==> config.mk <==
export PLATFORM = sky130hd
export DESIGN_NAME = bplserial_flat
export DESIGN_NICKNAME = d
export VERILOG_FILES = /design/src/rtl/bplserial_if.sv /design/src/rtl/bplserial.sv /design/src/flat_wrapper.sv
export SDC_FILE = /design/constraint.sdc
export NUM_CORES = 2
export LEC_CHECK = 0
export BUFFER_PORTS_ARGS = -buffer_cell sky130_fd_sc_hd__buf_2
export CAP_MARGIN = 5
export CORE_ASPECT_RATIO = 0.8
export CORE_MARGIN = 2
export CORE_UTILIZATION = 35
export CTS_CLUSTER_DIAMETER = 150
export DETAILED_ROUTE_END_ITERATION = 12
export GPL_ROUTABILITY_DRIVEN = 0
export PLACE_DENSITY = 0.58
export SLEW_MARGIN = 20
export SYNTH_ARGS = -nofsm -noshare
export SYNTH_HDL_FRONTEND = slang
export SYNTH_SLANG_ARGS = --single-unit
==> constraint.sdc <==
create_clock -name clk -period 11.15 [get_ports clk]
set_clock_uncertainty 0.2 [all_clocks]
set_input_delay 1.6725 -clock clk [delete_from_list [all_inputs] [get_ports clk]]
set_output_delay 1.6725 -clock clk [all_outputs]
set_load 0.1 [all_outputs]
==> src/rtl/bplserial_if.sv <==
// bplserial_if: register-write bus, mode controls and serial pixel output of the bitplane serialiser.
interface bplserial_if #(
   parameter int PLANES = 8,
   parameter int FETCH  = 1
);
   logic                  reg_wr_i;
   logic [7:0]            regaddress_i;
   logic [16*FETCH-1:0]   datain_i;
   logic                  hires_i;
   logic                  shres_i;
   logic [PLANES-1:0]     bpldata_o;

   modport master (output reg_wr_i, regaddress_i, datain_i, hires_i, shres_i, input bpldata_o);
   modport slave  (input reg_wr_i, regaddress_i, datain_i, hires_i, shres_i, output bpldata_o);
endinterface

==> src/rtl/bplserial.sv <==
// bplserial: bitplane parallel-to-serial shifter with per-playfield super-hires scroll delay lines.
module bplserial #(
   parameter int PLANES = 8,
   parameter int FETCH  = 1
) (
   input logic        clk,
   input logic        rst_n,
   bplserial_if.slave bus
);
   localparam int W = 16 * FETCH;

   logic [15:0]       bplcon1_q, bplcon1_d;
   logic [1:0]        ph_q, ph_d;
   logic              ld, se;
   logic [7:0]        d1, d2;
   logic [PLANES-1:0] px;

   // Register addresses are word addresses: 0x102>>1 = 0x81, 0x110>>1 = 0x88.
   always_comb begin
      ld        = bus.reg_wr_i && bus.regaddress_i == 8'h88;
      se        = bus.shres_i || (bus.hires_i ? ph_q[0] : &ph_q);
      ph_d      = ld ? 2'd0 : ph_q + 2'd1;
      bplcon1_d = (bus.reg_wr_i && bus.regaddress_i == 8'h81) ? bus.datain_i[15:0] : bplcon1_q;
      d1        = {bplcon1_q[11:10], bplcon1_q[3:0], bplcon1_q[9:8]};
      d2        = {bplcon1_q[15:14], bplcon1_q[7:4], bplcon1_q[13:12]};
   end

   always_ff @(posedge clk or negedge rst_n)
      if (!rst_n) begin
         bplcon1_q <= '0;
         ph_q      <= '0;
      end else begin
         bplcon1_q <= bplcon1_d;
         ph_q      <= ph_d;
      end

   for (genvar i = 0; i < PLANES; i++) begin : g_pl
      logic [W-1:0] sh_q, sh_d, src;
      logic [254:0] dl_q;
      logic [7:0]   dly;
      if (i == 0) begin : g_p1
         assign src = bus.datain_i;
      end else begin : g_pn
         logic [W-1:0] buf_q, buf_d;
         always_comb
            buf_d = ld ? '0 : (bus.reg_wr_i && bus.regaddress_i == 8'(8'h88 + i)) ? bus.datain_i : buf_q;
         always_ff @(posedge clk or negedge rst_n)
            if (!rst_n) buf_q <= '0;
            else buf_q <= buf_d;
         assign src = buf_q;
      end
      always_comb begin
         sh_d  = ld ? src : se ? {sh_q[W-2:0], 1'b0} : sh_q;
         dly   = (i % 2 == 1) ? d2 : d1;
         px[i] = (dly == 8'd0) ? sh_q[W-1] : dl_q[dly-8'd1];
      end
      always_ff @(posedge clk or negedge rst_n)
         if (!rst_n) begin
            sh_q <= '0;
            dl_q <= '0;
         end else begin
            sh_q <= sh_d;
            dl_q <= {dl_q[253:0], sh_q[W-1]};
         end
   end

   assign bus.bpldata_o = px;
endmodule

==> src/flat_wrapper.sv <==
// flat-port wrapper written by rule: the top's interface ports become plain ports
module bplserial_flat 
#(
   parameter int PLANES = 8,
   parameter int FETCH  = 1
)
  (clk, rst_n, bus_reg_wr_i, bus_regaddress_i, bus_datain_i, bus_hires_i, bus_shres_i, bus_bpldata_o);
  bplserial_if #(.PLANES(PLANES), .FETCH(FETCH)) bus_i ();
  input logic clk;
  input logic rst_n;
  input wire logic [$bits(bus_i.reg_wr_i)-1:0] bus_reg_wr_i;
  input wire logic [$bits(bus_i.regaddress_i)-1:0] bus_regaddress_i;
  input wire logic [$bits(bus_i.datain_i)-1:0] bus_datain_i;
  input wire logic [$bits(bus_i.hires_i)-1:0] bus_hires_i;
  input wire logic [$bits(bus_i.shres_i)-1:0] bus_shres_i;
  output wire logic [$bits(bus_i.bpldata_o)-1:0] bus_bpldata_o;
  assign bus_i.reg_wr_i = bus_reg_wr_i;
  assign bus_i.regaddress_i = bus_regaddress_i;
  assign bus_i.datain_i = bus_datain_i;
  assign bus_i.hires_i = bus_hires_i;
  assign bus_i.shres_i = bus_shres_i;
  assign bus_bpldata_o = bus_i.bpldata_o;
  bplserial #(.PLANES(PLANES), .FETCH(FETCH)) u_core (.clk(clk), .rst_n(rst_n), .bus(bus_i));
endmodule
# Yosys cells after proc, flatten, opt, wreduce, memory -nomap -nowiden
# Index checks and enable logic that the tools add are counted.
[totals] out_inout_bits=8 wordCells=116 regBits=2298 inputBits=29
[op_classes] order_cmp=2 n_addsub=3 reduce_logical=21 eq_ne=9 n_mux=56
[op_table] operator="16-bit two-way mux" n=30
[op_table] operator="8-bit == test, second input constant" n=9
[op_table] operator="1-bit binary-select mux with 8-bit select" n=8
[op_table] operator="8-bit by 9-bit less-than comparator with 1-bit output, second input constant" n=2
[op_table] operator="1-bit two-way mux" n=17
[op_table] operator="8-bit logical NOT" n=2
[op_table] operator="2-bit nonzero test" n=8
[op_table] operator="8-bit by 1-bit subtractor with 8-bit output, second input constant" n=2
[op_table] operator="1-bit logical AND" n=9
[op_table] operator="2-bit by 1-bit adder with 2-bit output, second input constant" n=1
[op_table] operator="2-bit two-way mux" n=1
[op_table] operator="2-bit AND reduction" n=1
[op_table] operator="1-bit logical OR" n=1

# Longest topological paths before layout
[depth] depth_word=5 depth_mapped=18 depth_no_buf=9

# Worst setup path before layout
# No wires, ideal clock.
[synth_path] path_kind="flip-flop to output port" startpoint="reg u_core.bplcon1_q[8]" endpoint="out bus_bpldata_o[4]" n_path_buf=8 required_time_ns=9.278 arrival_time_ns=6.103 path_stages_with_launch=18 path_slack_ns=3.175 path_cell_list="dfrtp_1 > buf_2 > buf_4 > buf_4 > buf_4 > inv_2 > ha_1 > clkbuf_1 > buf_2 > buf_1 > clkbuf_1 > mux2i_1 > o2bb2ai_1 > mux4_2 > mux2i_1 > o221ai_1 > a31oi_1 > nor4_1"
[synth_via] elab_chain_cells=4 elab_cells_between_ends=5 classes_between="1 x add/sub; 3 x mux; 1 x reduce/logical"
[synth_rtl] element="from (decl)" line_no="bplserial.sv:12" rtl="logic [15:0] bplcon1_q, bplcon1_d;"
[synth_rtl] element="from (signal assigned)" line_no="bplserial.sv:33" rtl="bplcon1_q <= bplcon1_d;"
[synth_rtl] element="8-bit by 1-bit subtractor with 8-bit output" line_no="bplserial.sv:55" rtl="px[i] = (dly == 8'd0) ? sh_q[W-1] : dl_q[dly-8'd1];"
[synth_rtl] element="1-bit binary-select mux with 8-bit select" line_no="bplserial.sv:55"
[synth_rtl] element="1-bit two-way mux (not written as such)" line_no="bplserial.sv:55"
[synth_rtl] element="1-bit two-way mux (*)" line_no="bplserial.sv:55"
[synth_rtl] element="to (decl)" line_no="flat_wrapper.sv:16" rtl="output wire logic [$bits(bus_i.bpldata_o)-1:0] bus_bpldata_o;"
# Mark *: on every way between the ends. The rest lies on a longest branch, timed or not. The select of a mux whose other input is x is not followed.

# Worst setup path after layout
[layout_path] startpoint="reg u_core.bplcon1_q[8]" endpoint="out bus_bpldata_o[2]"
# Same word-level chain as after synthesis.

==> results.toml <==
[placement]
place_ws_ns = 3.62
portBuffers = 36
dp_hpwl_um = 84000

[clock_tree]
cts-resized-gates = 0
cts_max_level = 4
clkSlewWorstSetupHoldPaths_ns = 0.07
root_buffer = "clkbuf_16"
cts_tree = "yes"
cts_setup_buffers = 0
cts_made_buffers = 217
clkLatencyLatePin_ns = 0.87
hold_buffers = 0
cts_sinks = 2298
cts_max_path_buffers = 3

[critical_path]
cp-end-kind = "output port"
crit_required_ns = 9.28
crit_fanout = 44
crit_type = "reg -> out"
cp.arrival_ns = 6.35
r2r_setup_slack_ns = 8.54
crit_path_start_kind = "register"

[timing]
worst_slew_pin_slew_ns = 1.08
hold_viol_final = 0
rsz0062_at_grt = "no"
max_freq_ghz = 0.122
finalSetupTns_ns = 0
maxSlewHeadroom_pct = 28.3
setup_ws_ns = 2.93
layout_worst_path_cycle_share_pct = 73.7
period_needed_ns = 8.22
setup_viol = 0
slew_violations = 0

[layout]
nNetsFinal = 4480
final_core_util_pct = 40.4
drive_gt1_share_pct = 23.6
area_growth_pct = 14.3

[logic_synthesis]
ys_seq_area_share_pct = 72.8
netlist.area_leader.share_pct = 72.8
synth_seq_cells = 2298
synth_area_um2 = 79000
synth_nets = 4411
synth_area_leader_cell = "dfrtp_1"
synth_ff_type = "dfrtp_1"
yosysWarnings = 0
synth.top_cells.by_area = "dfrtp_1, mux4_2, mux2i_1"
synthDistinctLibCells = 70
synth_edf_count = 0
synth_area_per_cell_um2 = 18.0
ys_async_sr_fraction_pct = 100
synth_cells = 4377

[floorplan]
coreArea_um2 = 224000
initial_core_util_pct = 35.3
die_h_um = 429
num_rows = 155
dieWidth_um = 535
die-area_um2 = 229000
io_pins = 37

[job]
cap_violations = 0

[route]
ant_nets = 0
wl_um = 151000
drt_first_iter_violations = 2901
drt_pass1_iterations = 5
avgViaCountPerCell = 4.95
vias = 37700
post-route-drc-count = 0
wl_per_cell_um = 19.8

[min_path]
hp-class = "reg -> reg"

[power]
vdd_drop_max_mv = 0.138
internal_power_mw = 13.1
pwr-share-seq_pct = 49.0
p_leak_nw = 42.5
comb_power_share_pct = 6.4
p_sw_mw = 4.05
pwr-share-clk_pct = 44.6
switching_share_pct = 23.5
finalPower_mw = 17.2
powerDensity_nw_per_um2 = 190

[global_routing]
antenna_found_initial = 6
grt_pass1_vias = 41400
grt_pass1_wl_um = 247000
overflow = 0
grtUsageTotal_pct = 13.6
grt_start_max_net_pins = 191

[status]
outcome = "finished clean"
kinds of logic (layout without fill, tap and decap cells):
logic type	Yosys count	in the layout	share of synthesized area [%]
other	0	2	0
multiplexers	807	807	19.3
adder cells (fa/ha/maj)	5	5	0.0792
flip-flops	2298	2298	72.8
AO/OA/AOI/OAI	272	272	2.08
AND/OR/NAND/NOR	716	716	3.97
buffers and inverters	263	520	1.57
XOR/XNOR	16	16	0.187
power groups by stage:
stage,combinational [mW],clock (mW),sequential [mW]
3_5_place_dp,1.13,0,8.58
3_3_place_gp,1.13,0,8.57
5_1_grt,1.21,8.28,8.42
4_1_cts,1.14,7.90,8.42
2_1_floorplan,0.624,0,8.56
6_report,1.11,7.67,8.42
metrics by stage:
step,area [µm²],std cells,hold WS [ns]
after global routing,90300,7618,0.0914
after detailed placement,82600,7209,0.154
after floorplan,79000,4377,0.149
final,90300,7619,0.0821
after global placement,82600,7209,0.150
after CTS,90200,7616,0.0690
synth_stat cells, types with 8 or more instances:
cell type  instances
nand2_1          427
nor4_1            16
nand3_1           77
a21oi_1           11
dfrtp_1         2298
o21ai_0          175
xnor2_1            8
a311oi_1          11
nand4_1           51
buf_4             24
buf_2             79
clkbuf_1         125
nor3_1            10
mux2_2            21
and3_1            12
mux2i_1          213
buf_1             19
mux4_2           570
nor2_1            84
a211oi_1           9
area by class of cell:
class,instances,area (µm²)
Fill cell,19900,133000
Timing Repair Buffer,105,925
Multi-Input combinational cell,1816,20500
Clock buffer,316,6310
Inverter,8,30.0
Tap cell,2983,3730
Sequential cell,2298,57500
Clock inverter,91,1280
Antenna cell,2,5.00
placed cells by master, fill, tap and decap left out, types with 4 or more instances in the layout:
cell type,count
inv_1,7
clkinv_2,43
or3_1,5
nand4_1,51
a21oi_1,11
a31oi_1,7
clkinv_16,7
clkbuf_16,218
clkinv_8,4
buf_4,52
clkbuf_8,49
nor2b_1,4
and2_1,6
nor2_1,82
clkinvlp_4,11
xnor2_2,8
mux2_2,21
dfrtp_1,2296
nand2_1,427
nor3_1,8
a311oi_1,11
a211oi_1,8
mux4_2,570
buf_2,35
o211ai_1,7
nand3_1,77
o21ai_0,175
clkbuf_1,49
o221ai_1,6
and3_1,12
nor3b_1,7
mux2i_1,213
o32ai_1,5
bufinv_16,22
a2111oi_0,7
nor4_1,16
buf_12,16
xor2_4,5
critical path: stages (launching register included):
cell,delay [ns]
dfrtp_4,1.02
inv_2,0.32
ha_4,0.79
buf_4,0.58
buf_4,0.58
mux2i_1,0.14
o21ai_0,0.21
mux4_2,0.27
a211oi_1,0.07
o31a_1,0.32
a211oi_1,0.57
buf_2,0.54
routing by layer:
| metal | part of all wire [%] | track usage (%) |
|---|---|---|
| met2 | 43 | 19.0 |
| met4 | 2.1 | 3.86 |
| met5 | 0.017 | 0 |
| met1 | 50 | 21.5 |
| met3 | 4.3 | 2.65 |
flip-flops by register name, summed over array words and instances, names as in the netlist:
signal	cells
u_core.g_pl.sh_q	128
u_core.bplcon1_q	16
u_core.g_pl.g_pn.buf_q	112
u_core.ph_q	2
u_core.g_pl.dl_q	2040
final timing paths:
check                                   startpoint                       end  cells past startpoint
max                            u_core.bplcon1_q[8]          bus_bpldata_o[2]                     11
min                        u_core.g_pl[5].dl_q[51]   u_core.g_pl[5].dl_q[52]                      0
max reg2reg                         u_core.ph_q[0]    u_core.g_pl[6].sh_q[9]                      6
min reg2reg                u_core.g_pl[5].dl_q[51]   u_core.g_pl[5].dl_q[52]                      0
max in group asynchronous                    rst_n    u_core.g_pl[4].sh_q[8]                      3
min in group asynchronous                    rst_n  u_core.g_pl[7].dl_q[200]                      1
Note: power is estimated with default switching activity, not from simulation.
